**config.mk**
```make
export PLATFORM = sky130hd
export DESIGN_NAME = prog_launcher
export DESIGN_NICKNAME = d
export VERILOG_FILES = /design/src/rtl/prog_launcher_pkg.sv /design/src/rtl/prog_launcher_sat_counter.sv /design/src/rtl/prog_launcher.sv
export SDC_FILE = /design/constraint.sdc
export NUM_CORES = 1
export LEC_CHECK = 0
export CORE_MARGIN = 2
export CORE_UTILIZATION = 53
export CTS_CLUSTER_DIAMETER = 150
export CTS_CLUSTER_SIZE = 28
export DETAILED_ROUTE_END_ITERATION = 7
export PLACE_DENSITY = 0.78
export SYNTH_ARGS = -nofsm -noshare
export SYNTH_HDL_FRONTEND = slang
export SYNTH_SLANG_ARGS = --single-unit
```
**constraint.sdc**
```tcl
create_clock -name Clk -period 2.77 [get_ports Clk]
set_input_delay 0.6925 -clock Clk [delete_from_list [all_inputs] [get_ports Clk]]
set_output_delay 0.6925 -clock Clk [all_outputs]
set_load 0.01 [all_outputs]
```
**src/rtl/prog_launcher_pkg.sv**
```systemverilog
// prog_launcher_pkg
// Shared types and default constants for the program launcher.
//   launch_state_t : sequencer state encoding
//   NPROG_MAX      : largest legal program count (fetch start counter is 2 bits)
//   CW_DEF         : default cycle-counter width
package prog_launcher_pkg;

    typedef enum logic [1:0] {
        StIdle,
        StStartHi,
        StRun,
        StFinish
    } launch_state_t;

    localparam int unsigned NPROG_MAX = 3;
    localparam int unsigned CW_DEF    = 16;

endpackage

```
**src/rtl/prog_launcher_sat_counter.sv**
```systemverilog
// sat_counter
// Up-counter that saturates at MAX instead of wrapping.
//   clk    : clock, all state changes on posedge
//   reset  : synchronous active-high reset, clears the count
//   clr    : synchronous clear (takes priority over en)
//   en     : count enable; ignored once the count sits at MAX
//   count  : current count value
//   at_max : high while count equals MAX
module sat_counter #(
    parameter int unsigned W   = 16,
    parameter int unsigned MAX = 16'hFFFF
) (
    input  logic         clk,
    input  logic         reset,
    input  logic         clr,
    input  logic         en,
    output logic [W-1:0] count,
    output logic         at_max
);

    localparam logic [W-1:0] MaxVal = W'(MAX);

    logic [W-1:0] count_q;
    logic [W-1:0] count_d;

    assign at_max = (count_q == MaxVal);
    assign count  = count_q;

    always_comb begin
        count_d = count_q;
        if (clr) begin
            count_d = '0;
        end else if (en && !at_max) begin
            count_d = count_q + 1'b1;
        end
    end

    always_ff @(posedge clk) begin
        if (reset) begin
            count_q <= '0;
        end else begin
            count_q <= count_d;
        end
    end

endmodule

```
**src/rtl/prog_launcher.sv**
```systemverilog
// prog_launcher
// Runs up to NPROG programs back to back after one Go request. For each
// program it pulses Start for START_LEN cycles, then measures how many cycles
// the core keeps Done low before raising it, flagging programs that hang.
//   Clk        : clock
//   Reset      : synchronous active-high reset (shared with the fetch unit)
//   Go         : begin a sequence; only looked at while idle
//   Done       : core has halted the current program
//   Start      : registered program-start strobe to the fetch unit
//   ProgIdx    : current program 1..NPROG, 0 when not sequencing
//   Busy       : high while a program is being started or run
//   CycleCount : run length of the last completed program
//   CountValid : one-cycle pulse when CycleCount updates
//   Timeout    : sticky, a program reached MAX_CYCLES
//   SeqDone    : all programs finished; only Reset leaves this
module prog_launcher
    import prog_launcher_pkg::*;
#(
    parameter int unsigned NPROG      = NPROG_MAX,
    parameter int unsigned START_LEN  = 2,
    parameter int unsigned CW         = CW_DEF,
    parameter int unsigned MAX_CYCLES = 16'hFFFF
) (
    input  logic          Clk,
    input  logic          Reset,
    input  logic          Go,
    input  logic          Done,
    output logic          Start,
    output logic [1:0]    ProgIdx,
    output logic          Busy,
    output logic [CW-1:0] CycleCount,
    output logic          CountValid,
    output logic          Timeout,
    output logic          SeqDone
);

    // Hold count value seen on the last START_HI cycle.
    localparam logic [CW-1:0] HoldLast = CW'(START_LEN - 1);
    localparam logic [1:0]    LastIdx  = 2'(NPROG);

    launch_state_t state_q, state_d;
    logic          start_q, start_d;
    logic [1:0]    prog_idx_q, prog_idx_d;
    logic [CW-1:0] cycle_count_q, cycle_count_d;
    logic          count_valid_q, count_valid_d;
    logic          timeout_q, timeout_d;
    logic          armed_q, armed_d;

    logic          cnt_clr;
    logic          cnt_en;
    logic [CW-1:0] cnt;
    logic          cnt_at_max;
    logic          complete;

    // One counter serves both the START_HI hold time and the RUN length;
    // the two phases never overlap, and it is cleared on every phase entry.
    sat_counter #(
        .W   (CW),
        .MAX (MAX_CYCLES)
    ) u_cnt (
        .clk    (Clk),
        .reset  (Reset),
        .clr    (cnt_clr),
        .en     (cnt_en),
        .count  (cnt),
        .at_max (cnt_at_max)
    );

    always_comb begin
        state_d       = state_q;
        start_d       = start_q;
        prog_idx_d    = prog_idx_q;
        cycle_count_d = cycle_count_q;
        count_valid_d = 1'b0;
        timeout_d     = timeout_q;
        armed_d       = armed_q;
        cnt_clr       = 1'b0;
        cnt_en        = 1'b0;
        complete      = 1'b0;

        unique case (state_q)
            StIdle: begin
                if (Go) begin
                    state_d    = StStartHi;
                    prog_idx_d = 2'd1;
                    start_d    = 1'b1;
                    cnt_clr    = 1'b1;
                end
            end

            StStartHi: begin
                if (cnt == HoldLast) begin
                    state_d = StRun;
                    start_d = 1'b0;
                    armed_d = 1'b0;
                    cnt_clr = 1'b1;
                end else begin
                    cnt_en = 1'b1;
                end
            end

            StRun: begin
                // Done is only trusted after it has been seen low once, so a
                // Done left high by the previous program is not a completion.
                // A genuine completion wins over a simultaneous saturation.
                if (armed_q && Done) begin
                    complete = 1'b1;
                end else if (cnt_at_max) begin
                    complete  = 1'b1;
                    timeout_d = 1'b1;
                end else if (!Done) begin
                    armed_d = 1'b1;
                    cnt_en  = 1'b1;
                end

                if (complete) begin
                    cycle_count_d = cnt;
                    count_valid_d = 1'b1;
                    cnt_clr       = 1'b1;
                    if (prog_idx_q == LastIdx) begin
                        state_d    = StFinish;
                        prog_idx_d = 2'd0;
                    end else begin
                        state_d    = StStartHi;
                        prog_idx_d = prog_idx_q + 2'd1;
                        start_d    = 1'b1;
                    end
                end
            end

            StFinish: begin
                // Terminal until Reset; Go is deliberately ignored.
            end

            default: begin
                state_d = StIdle;
            end
        endcase
    end

    always_ff @(posedge Clk) begin
        if (Reset) begin
            state_q       <= StIdle;
            start_q       <= 1'b0;
            prog_idx_q    <= 2'd0;
            cycle_count_q <= '0;
            count_valid_q <= 1'b0;
            timeout_q     <= 1'b0;
            armed_q       <= 1'b0;
        end else begin
            state_q       <= state_d;
            start_q       <= start_d;
            prog_idx_q    <= prog_idx_d;
            cycle_count_q <= cycle_count_d;
            count_valid_q <= count_valid_d;
            timeout_q     <= timeout_d;
            armed_q       <= armed_d;
        end
    end

    assign Start      = start_q;
    assign ProgIdx    = prog_idx_q;
    assign Busy       = (state_q == StStartHi) || (state_q == StRun);
    assign CycleCount = cycle_count_q;
    assign CountValid = count_valid_q;
    assign Timeout    = timeout_q;
    assign SeqDone    = (state_q == StFinish);

endmodule

```
==> flow_summary.yaml, run 1 <==
route:
  wire_per_inst_um: 14.54
  route.detailed.drc: 0
  drtPass1Iterations: 4
  drtIter0Drc: 141
  via_per_inst: 5.843
  antenna_left: 0
  vias: 1747
  drt-total-wl_um: 4348
logic_synthesis:
  ys_types: 44
  syn-num-nets: 235
  synth_ff_type: "dfxtp_1"
  async_flop_share_pct: 0
  netlist_instances: 224
  ys_ff_latch: 40
  syn_area_per_cell_um2: 8.490
  ys_seq_area_share_pct: 42.11
  yosys_warnings: 0
  synth_area_mm2: 0.001902
  synth_edf_count: 0
cts:
  cts_tree: "done"
  cts_hold_buffers: 0
  clock_latency_ns: 0.35
  cts_resized: 0
  cts-root-buf: "clkbuf_4"
  path_clk_slew_ns: 0.12
  cts.sinks: 40
  cts_buffer_depth: 2
  cts_buffers: 5
  cts_setup_buffers: 0
  htree_levels: 2
layout:
  final_nets: 263
  antenna_cells: 0
  area_growth_pct: 21.78
  drive_above_1_share_pct: 9.486
  final_util_pct: 68.33
  fin_area_mm2: 0.002316
floorplan:
  die_h_um: 63.90
  row_count: 21
  core_region_area_mm2: 0.003390
  start_util_pct: 56.11
  die-area_mm2: 0.004083
  die_width_um: 63.90
  ioPinCount: 27
worst_setup_path:
  critical_path_arrival_ns: 1.73
  cp_top_family: "buffers and inverters"
  start_kind: "flop"
  timing.rr.start: "u_cnt.count[0]"
  worst-r2r-setup-slack_ns: 0.46
  startpoint: "state_q[0]"
  path_depth: 3
  critical_path.endpoint_type: "output port"
  path_cells: "inv_1, ha_1, clkdlybuf4s50_1"
  slowest_delay_ns: 0.55
  crit_required_ns: 2.08
  crit_type: "flop to output port"
  cpMaxStageDelayCell: "clkdlybuf4s50_1"
  r2r-end: "ProgIdx[0]"
  path_buf_inv: 2
  r2r_cells: 6
  crit_fanout: 4
grt:
  grt_pass1_vias: 1584
  met3_usage_pct: 4.754
  busiest_layer: "met2"
  grt_use_met1_pct: 32.60
  grt_pass1_wl_um: 7500
  grt_use_total_pct: 23.05
  grt_max_degree: 41
  grt_antenna_before_repair: 0
  overflow: 0
  grt.met2_usage_pct: 35.03
timing:
  max_freq_mhz: 413.3
  rsz0062_at_grt: "no"
  hold_violations: 0
  tightestPinTransition_ns: 0.5043
  finalSetupTns_ns: 0
  slew_headroom_pct: 66.35
  post-route-min-period_ns: 2.419
  finalCritPeriodShare_pct: 87.34
  skew_ns: 0.01165
  report.final.setup_viol: 0
  slew_violations: 0
power:
  p_sw_share_pct: 28.79
  p_seq_share_pct: 47.2
  clock_power_share_pct: 32.3
  p_int_mw: 0.9246
  comb_power_share_pct: 20.5
  power_density_mw_per_mm2: 560.6
  switchingPower_mw: 0.3738
  cellLeakagePower_nw: 0.7398
  vdd_drop_max_mv: 0.3251
min_path:
  worstHoldPathType: "flop to flop"
  hold_end: "CycleCount[8]"
  min_path_cells: 2
  worstHoldStart: "CycleCount[8]"
placed_design:
  placed_cell_area_mm2: 0.002226
  dp_hpwl_um: 3009
  io_buffers: 26
  gp_congestion: 0.8511
run:
  cap_violations: 0
run_status:
  status: "finished, final reports clean"
[cells in the final DEF, fill, tap and decap left out, drive strengths merged, types with 2 or more instances in the layout]
cell | Yosys | final
a31oi | 5 | 5
nand2 | 42 | 42
clkbuf | 9 | 6
xnor2 | 6 | 6
o21ai | 4 | 4
nor3 | 11 | 11
buf | 4 | 8
nor4b | 4 | 4
nor2b | 2 | 2
nor2 | 6 | 6
nand3 | 4 | 4
nand4 | 5 | 5
o31ai | 5 | 5
dfxtp | 40 | 40
inv | 8 | 8
nor4 | 3 | 3
clkdlybuf4s50 | 0 | 26
and4 | 2 | 2
ha | 7 | 7
a211oi | 10 | 10
or4 | 7 | 7
or3 | 3 | 3
a21oi | 20 | 20
[state kept, by name, indices dropped and copies added (netlist names)]
register	count
CountValid	1
Timeout	1
Start	1
u_cnt.count	16
ProgIdx	2
armed_q	1
CycleCount	16
state_q	2
[per-layer routing]
| metal | vias to the layer above | part of all wire, % |
|---|---|---|
| met4 | 0 | 1.6 |
| met3 | 8 | 4.4 |
| met1 | 825 | 48 |
| met2 | 49 | 46 |
| li1 | 865 | - |
| met5 | - | 0 |
[worst max path at each step]
stage / end
after floorplan: u_cnt.count[1]
after global placement: u_cnt.count[8]
after detailed placement: u_cnt.count[8]
after CTS: Busy
after global routing: Busy
final: Busy
[cells by family (layout without fill, tap and decap cells)]
kind of cell | count (synthesis) | count (layout) | share of synthesized area [%]
flip-flops | 40 | 40 | 42.11
AO/OA/AOI/OAI | 52 | 52 | 17.96
multiplexers | 2 | 2 | 1.118
XOR/XNOR | 7 | 7 | 3.224
adder cells (fa/ha/maj) | 7 | 7 | 4.605
buffers and inverters | 21 | 50 | 4.408
AND/OR/NAND/NOR | 95 | 95 | 26.58
[worst register-to-register path, delay by kind of cell, from the launching register on]
family,cells,cell delay [ns]
DFF,1,0.47
adders and majority gates,1,0.24
AOI/OAI and AO/OA,2,0.38
and+or+nand+nor,3,1.16
[cell type report]
class / instances / area [µm²]
Fill cell: 278 / 1074
Multi-Input combinational cell: 163 / 1017
Sequential cell: 40 / 800.8
Timing Repair Buffer: 34 / 320.3
Tap cell: 46 / 57.56
Clock buffer: 6 / 51.30
Clock inverter: 2 / 38.79
Inverter: 8 / 30.03
[synthesized netlist by cell type (all sizes together), types with 2 or more instances]
cell type / n / area [µm²]
a211oi: 10 / 75.07
a21oi: 20 / 100.1
a31oi: 5 / 37.53
and4: 2 / 17.52
buf: 4 / 20.02
clkbuf: 9 / 33.78
dfxtp: 40 / 800.8
ha: 7 / 87.58
inv: 8 / 30.03
nand2: 42 / 157.7
nand3: 4 / 25.02
nand4: 5 / 37.53
nor2: 6 / 22.52
nor2b: 2 / 12.51
nor3: 11 / 55.05
nor4: 3 / 25.02
nor4b: 4 / 35.03
o21ai: 4 / 20.02
o31ai: 5 / 37.54
or3: 3 / 18.77
or4: 7 / 56.30
xnor2: 6 / 52.55
[metrics by stage]
stage / hold WS [ns] / setup WS, ns / total power, mW / instances
after floorplan: 0.4692 / 0.5334 / 0.7971 / 224
after global placement: 0.4437 / 0.3064 / 0.8806 / 291
after detailed placement: 0.4486 / 0.2890 / 0.8867 / 291
after CTS: 0.4658 / 0.3375 / 1.293 / 299
after global routing: 0.4892 / 0.2681 / 1.354 / 299
final: 0.4620 / 0.3507 / 1.298 / 299
[power by group through the flow]
stage	clock network (mW)	registers, mW	logic (mW)
6_report	0.419	0.613	0.266
5_1_grt	0.443	0.617	0.294
4_1_cts	0.418	0.613	0.262
3_5_place_dp	0	0.626	0.261
3_3_place_gp	0	0.625	0.256
2_1_floorplan	0	0.626	0.171
Power figures use the tool's default switching activity.
==> run 2: changes to the inputs <==
--- a/config.mk
+++ b/config.mk
@@ -6,11 +6,13 @@
 export NUM_CORES = 1
 export LEC_CHECK = 0
 export CORE_MARGIN = 2
-export CORE_UTILIZATION = 53
+export CORE_UTILIZATION = 45
+export CTS_BUF_LIST = sky130_fd_sc_hd__clkbuf_8
 export CTS_CLUSTER_DIAMETER = 150
 export CTS_CLUSTER_SIZE = 28
 export DETAILED_ROUTE_END_ITERATION = 7
-export PLACE_DENSITY = 0.78
+export PLACE_DENSITY = 0.68
+export SLEW_MARGIN = 0
 export SYNTH_ARGS = -nofsm -noshare
 export SYNTH_HDL_FRONTEND = slang
 export SYNTH_SLANG_ARGS = --single-unit
==> run 2 against run 1 <==
  * Sequential share of layout area decreased by 0.39 points
  * Critical endpoint is now u_cnt.count[1]
  * Cell area increased by 1.1%
  * Worst hold slack got worse by 0.0083 ns
  * Sequential cell count unchanged
  * Routed wire length decreased by 0.62%
  * Combinational power decreased by 2%
==> flow_summary.yaml, run 2 (synthesis results as in run 1) <==
run_status:
  status: "finished, final reports clean"
floorplan:
  ioPinCount: 27
  die_width_um: 69.01
  core_region_area_mm2: 0.004029
  start_util_pct: 47.20
  die_h_um: 69.01
  die-area_mm2: 0.004762
  row_count: 23
cts:
  cts_buffers: 5
  cts_tree: "done"
  cts_hold_buffers: 0
  cts-root-buf: "clkbuf_8"
  path_clk_slew_ns: 0.08
  cts_resized: 0
  cts_buffer_depth: 2
  clock_latency_ns: 0.30
  cts.sinks: 40
  cts_setup_buffers: 0
  htree_levels: 2
placed_design:
  gp_congestion: 0.8835
  io_buffers: 26
  dp_hpwl_um: 3034
  dp_slack_ns: 0.1505
timing:
  finalSetupTns_ns: 0
  fin_ws_ns: 0.3699
  skew_ns: 0.007461
  slew_headroom_pct: 62.82
  report.final.setup_viol: 0
  tightestPinTransition_ns: 0.5572
  max_freq_mhz: 416.7
  slew_violations: 0
  hold_violations: 0
  post-route-min-period_ns: 2.400
  finalCritPeriodShare_pct: 86.64
  rsz0062_at_grt: "no"
layout:
  multiInputGateArea_mm2: 0.001017
  fillers: 367
  final_cell_mix: "nand2_1, dfxtp_1, clkdlybuf4s50_1"
  mostFrequentLayoutCell: "nand2_1"
  area_growth_pct: 23.16
  final_nets: 263
  final_util_pct: 58.14
  antenna_cells: 0
  regArea_um2: 800.8
  drive_above_1_share_pct: 9.486
route:
  vias: 1715
  antenna_left: 0
  drt-total-wl_um: 4321
  via_per_inst: 5.660
  wire_per_inst_um: 14.26
  drtPass1Iterations: 6
  route.detailed.drc: 0
  drtIter0Drc: 107
worst_setup_path:
  critical_path.endpoint_type: "flop"
  critical_path_arrival_ns: 2.63
  crit_type: "flop to flop"
  start_kind: "flop"
  crit_fanout: 13
  crit_required_ns: 3.00
  r2r-end: "u_cnt.count[1]"
  timing.rr.start: "u_cnt.count[0]"
  worst-r2r-setup-slack_ns: 0.37
  r2r_cells: 7
min_path:
  hold_end: "CycleCount[8]"
  worstHoldStart: "CycleCount[8]"
  worstHoldPathType: "flop to flop"
  min_path_cells: 2
grt:
  grt_max_degree: 20
  grt_pass1_wl_um: 7314
  overflow: 0
  grt_antenna_before_repair: 0
  grt_pass1_vias: 1526
  grt_use_total_pct: 18.75
power:
  clock_power_share_pct: 35.6
  p_sw_share_pct: 28.34
  power_density_mw_per_mm2: 578.4
  cellLeakagePower_nw: 0.7461
  power_mw: 1.355
  vdd_drop_max_mv: 0.2778
  p_seq_share_pct: 45.2
  comb_power_share_pct: 19.2
  p_int_mw: 0.9707
  switchingPower_mw: 0.3839
run:
  cap_violations: 0
run 2: changes by cell type in the layout (fill, tap and decap cells not counted):
| cell | before | now |
|---|---|---|
| clkbuf_8 | 1 | 5 |
| clkbuf_4 | 5 | 0 |
| clkinv_4 | 1 | 0 |
| clkinv_2 | 0 | 1 |
| clkinvlp_4 | 0 | 1 |
run 2: power by group through the flow:
| stage | sequential (mW) | combinational [mW] | clock, mW |
|---|---|---|---|
| final | 0.612 | 0.260 | 0.482 |
| after global routing | 0.616 | 0.286 | 0.512 |
| after CTS | 0.613 | 0.259 | 0.487 |
| after detailed placement | 0.626 | 0.258 | 0 |
| after global placement | 0.625 | 0.256 | 0 |
| after floorplan | 0.626 | 0.171 | 0 |
run 2: cell type report:
cell class / instances / area share (%)
tap: 50 / 2.671
sequential: 40 / 34.19
timing repair buffer: 34 / 13.68
clock inverter: 3 / 1.816
multi-input combinational: 163 / 43.43
inverter: 8 / 1.282
clock buffer: 5 / 2.938
run 2: per-stage QoR:
step / area [µm²] / hold slack [ns] / instances
CTS: 2342 / 0.4561 / 303
detailed placement: 2231 / 0.4456 / 295
global placement: 2231 / 0.4419 / 295
finish: 2342 / 0.4537 / 303
global route: 2342 / 0.4814 / 303
floorplan: 1902 / 0.4692 / 224
run 2: routing by layer:
metal	routed length, µm	up-vias	track usage (%)	part of all wire (%)
met5	0	-	0	0
met4	67	0	6.536	1.6
met3	242	9	5.117	5.6
met2	1847	41	27.67	43
met1	2164	798	26.25	50
li1	-	867	-	-
run 2: worst max path at each step:
stage,start,to,slack [ns],cells past startpoint
3_3_place_gp,Done,u_cnt.count[6],0.21,7
3_5_place_dp,Done,u_cnt.count[6],0.15,7
6_report,u_cnt.count[0],u_cnt.count[1],0.37,7
4_1_cts,u_cnt.count[0],u_cnt.count[1],0.37,7
2_1_floorplan,u_cnt.count[0],u_cnt.count[1],0.53,7
5_1_grt,u_cnt.count[0],u_cnt.count[1],0.21,7
run 2: worst max-delay path, cell delays in order (launching register included):
cell and delay (ns):
dfxtp_1 0.45, ha_1 0.25, nand4_2 0.12, or4_4 0.56, o211ai_1 0.21, buf_4 0.27, mux2_2 0.35, nor3_1 0.11
==> run 3: changes to the inputs <==
--- a/config.mk
+++ b/config.mk
@@ -5,6 +5,7 @@
 export SDC_FILE = /design/constraint.sdc
 export NUM_CORES = 1
 export LEC_CHECK = 0
+export CORE_ASPECT_RATIO = 1.25
 export CORE_MARGIN = 2
 export CORE_UTILIZATION = 45
 export CTS_BUF_LIST = sky130_fd_sc_hd__clkbuf_8
==> run 3 against run 2 <==
  * Clock-buffer cell count grew 1
  * Cell count grew 2.0%
  * Sequential share of layout area grew 0.092 points
  * Worst setup slack gained 0.035 ns
  * Clock skew grew 0.0016 ns
  * Sequential cell count is the same
  * Combinational power grew 2%
  * First-iteration DRC count grew 46%
  * Global-route usage grew 0.60 points
  * Critical path type is now flop to output port
  * Critical endpoint is now Busy
  * Highest routed layer unchanged
==> flow_summary.yaml, run 3 (synthesis results as in run 1) <==
floorplan:
  row_count: 26
  ioPinCount: 27
  core_region_area_mm2: 0.004066
  die-area_mm2: 0.004766
  start_util_pct: 46.77
  die_h_um: 76.69
  die_width_um: 62.15
layout:
  final_nets: 263
  drive_above_1_share_pct: 9.486
  final_util_pct: 57.45
  mostFrequentLayoutCell: "nand2_1"
  final_cell_mix: "nand2_1, dfxtp_1, clkdlybuf4s50_1"
  antenna_cells: 0
  area_growth_pct: 22.83
timing:
  report.final.setup_viol: 0
  post-route-min-period_ns: 2.365
  skew_ns: 0.009062
  finalCritPeriodShare_pct: 85.39
  slew_headroom_pct: 60.83
  hold_violations: 0
  max_freq_mhz: 422.8
  tightestPinTransition_ns: 0.5870
  slew_violations: 0
  finalSetupTns_ns: 0
  rsz0062_at_grt: "no"
placed_design:
  dp_hpwl_um: 2917
  io_buffers: 26
  gp_congestion: 0.8164
power:
  vdd_drop_max_mv: 0.3234
  cellLeakagePower_nw: 0.7360
  power_density_mw_per_mm2: 548.4
  power_mw: 1.281
grt:
  grt_pass1_vias: 1566
  overflow: 0
  grt_pass1_wl_um: 7493
  grt_antenna_before_repair: 0
  grt_max_degree: 41
  grt_use_total_pct: 19.35
route:
  wire_per_inst_um: 13.61
  drtPass1Iterations: 4
  drt-total-wl_um: 4204
  route.detailed.drc: 0
  antenna_left: 0
  via_per_inst: 5.528
  vias: 1708
  drtIter0Drc: 156
cts:
  cts_setup_buffers: 0
  cts_tree: "done"
  cts_buffers: 5
  path_clk_slew_ns: 0.08
  cts-root-buf: "clkbuf_8"
  htree_levels: 2
  cts.sinks: 40
  clock_latency_ns: 0.29
  cts_hold_buffers: 0
  cts_resized: 0
  cts_buffer_depth: 2
worst_setup_path:
  start_kind: "flop"
  critical_path_arrival_ns: 1.67
  crit_fanout: 4
  crit_required_ns: 2.08
  crit_type: "flop to output port"
  critical_path.endpoint_type: "output port"
run_status:
  status: "finished, final reports clean"
run:
  cap_violations: 0
min_path:
  worstHoldPathType: "flop to flop"
-- run 3: changes by cell type in the layout (fill, tap and decap cells not counted) --
cell / previous run / this run
bufinv_16: 1 / 0
clkbuf_8: 5 / 6
clkinv_2: 1 / 0
clkinvlp_4: 1 / 2
-- run 3: worst paths after layout --
path	from	slack (ns)	end	cells past startpoint
worst max-delay path	state_q[0]	0.40	Busy	3
worst min-delay path	CycleCount[5]	0.46	CycleCount[5]	2
worst max register to register	u_cnt.count[0]	0.51	ProgIdx[0]	6
worst min register to register	CycleCount[5]	0.46	CycleCount[5]	2
-- run 3: final cells by class --
cell class,count,area [µm²]
Timing Repair Buffer,34,320.3
Clock buffer,6,82.58
Tap cell,56,70.07
Multi-Input combinational cell,163,1017
Inverter,8,30.03
Clock inverter,2,15.01
Fill cell,375,1730
Sequential cell,40,800.8
-- run 3: report_power, final --
| group | total (mW) | leakage [nW] | switching (mW) | internal [mW] |
|---|---|---|---|---|
| logic | 0.264 | 0.370 | 0.153 | 0.111 |
| registers | 0.611 | 0.323 | 0.0173 | 0.593 |
| clock network | 0.406 | 0.0434 | 0.205 | 0.201 |
| total | 1.28 | 0.736 | 0.375 | 0.906 |
-- run 3: worst max-delay path: stages (launching register included) --
cell	delay, ns
dfxtp_1	0.38
inv_1	0.08
ha_1	0.35
clkdlybuf4s50_1	0.56
-- run 3: through the flow --
stage	cell area (µm²)	std cells	hold slack, ns	setup WS [ns]
finish	2336	309	0.4564	0.4047
floorplan	1902	224	0.4692	0.5334
CTS	2336	309	0.4573	0.4072
detailed placement	2238	301	0.4453	0.2219
global route	2336	309	0.4798	0.3448
global placement	2238	301	0.4436	0.2503
-- run 3: per-layer routing --
layer / share of wire (%) / wire length, µm / vias to the layer above / global-route usage (%)
li1: - / - / 862 / -
met1: 45 / 1874 / 818 / 22.98
met2: 51 / 2146 / 22 / 34.78
met3: 2.9 / 121 / 6 / 3.666
met4: 1.5 / 61 / 0 / 6.667
met5: 0 / 0 / - / 0
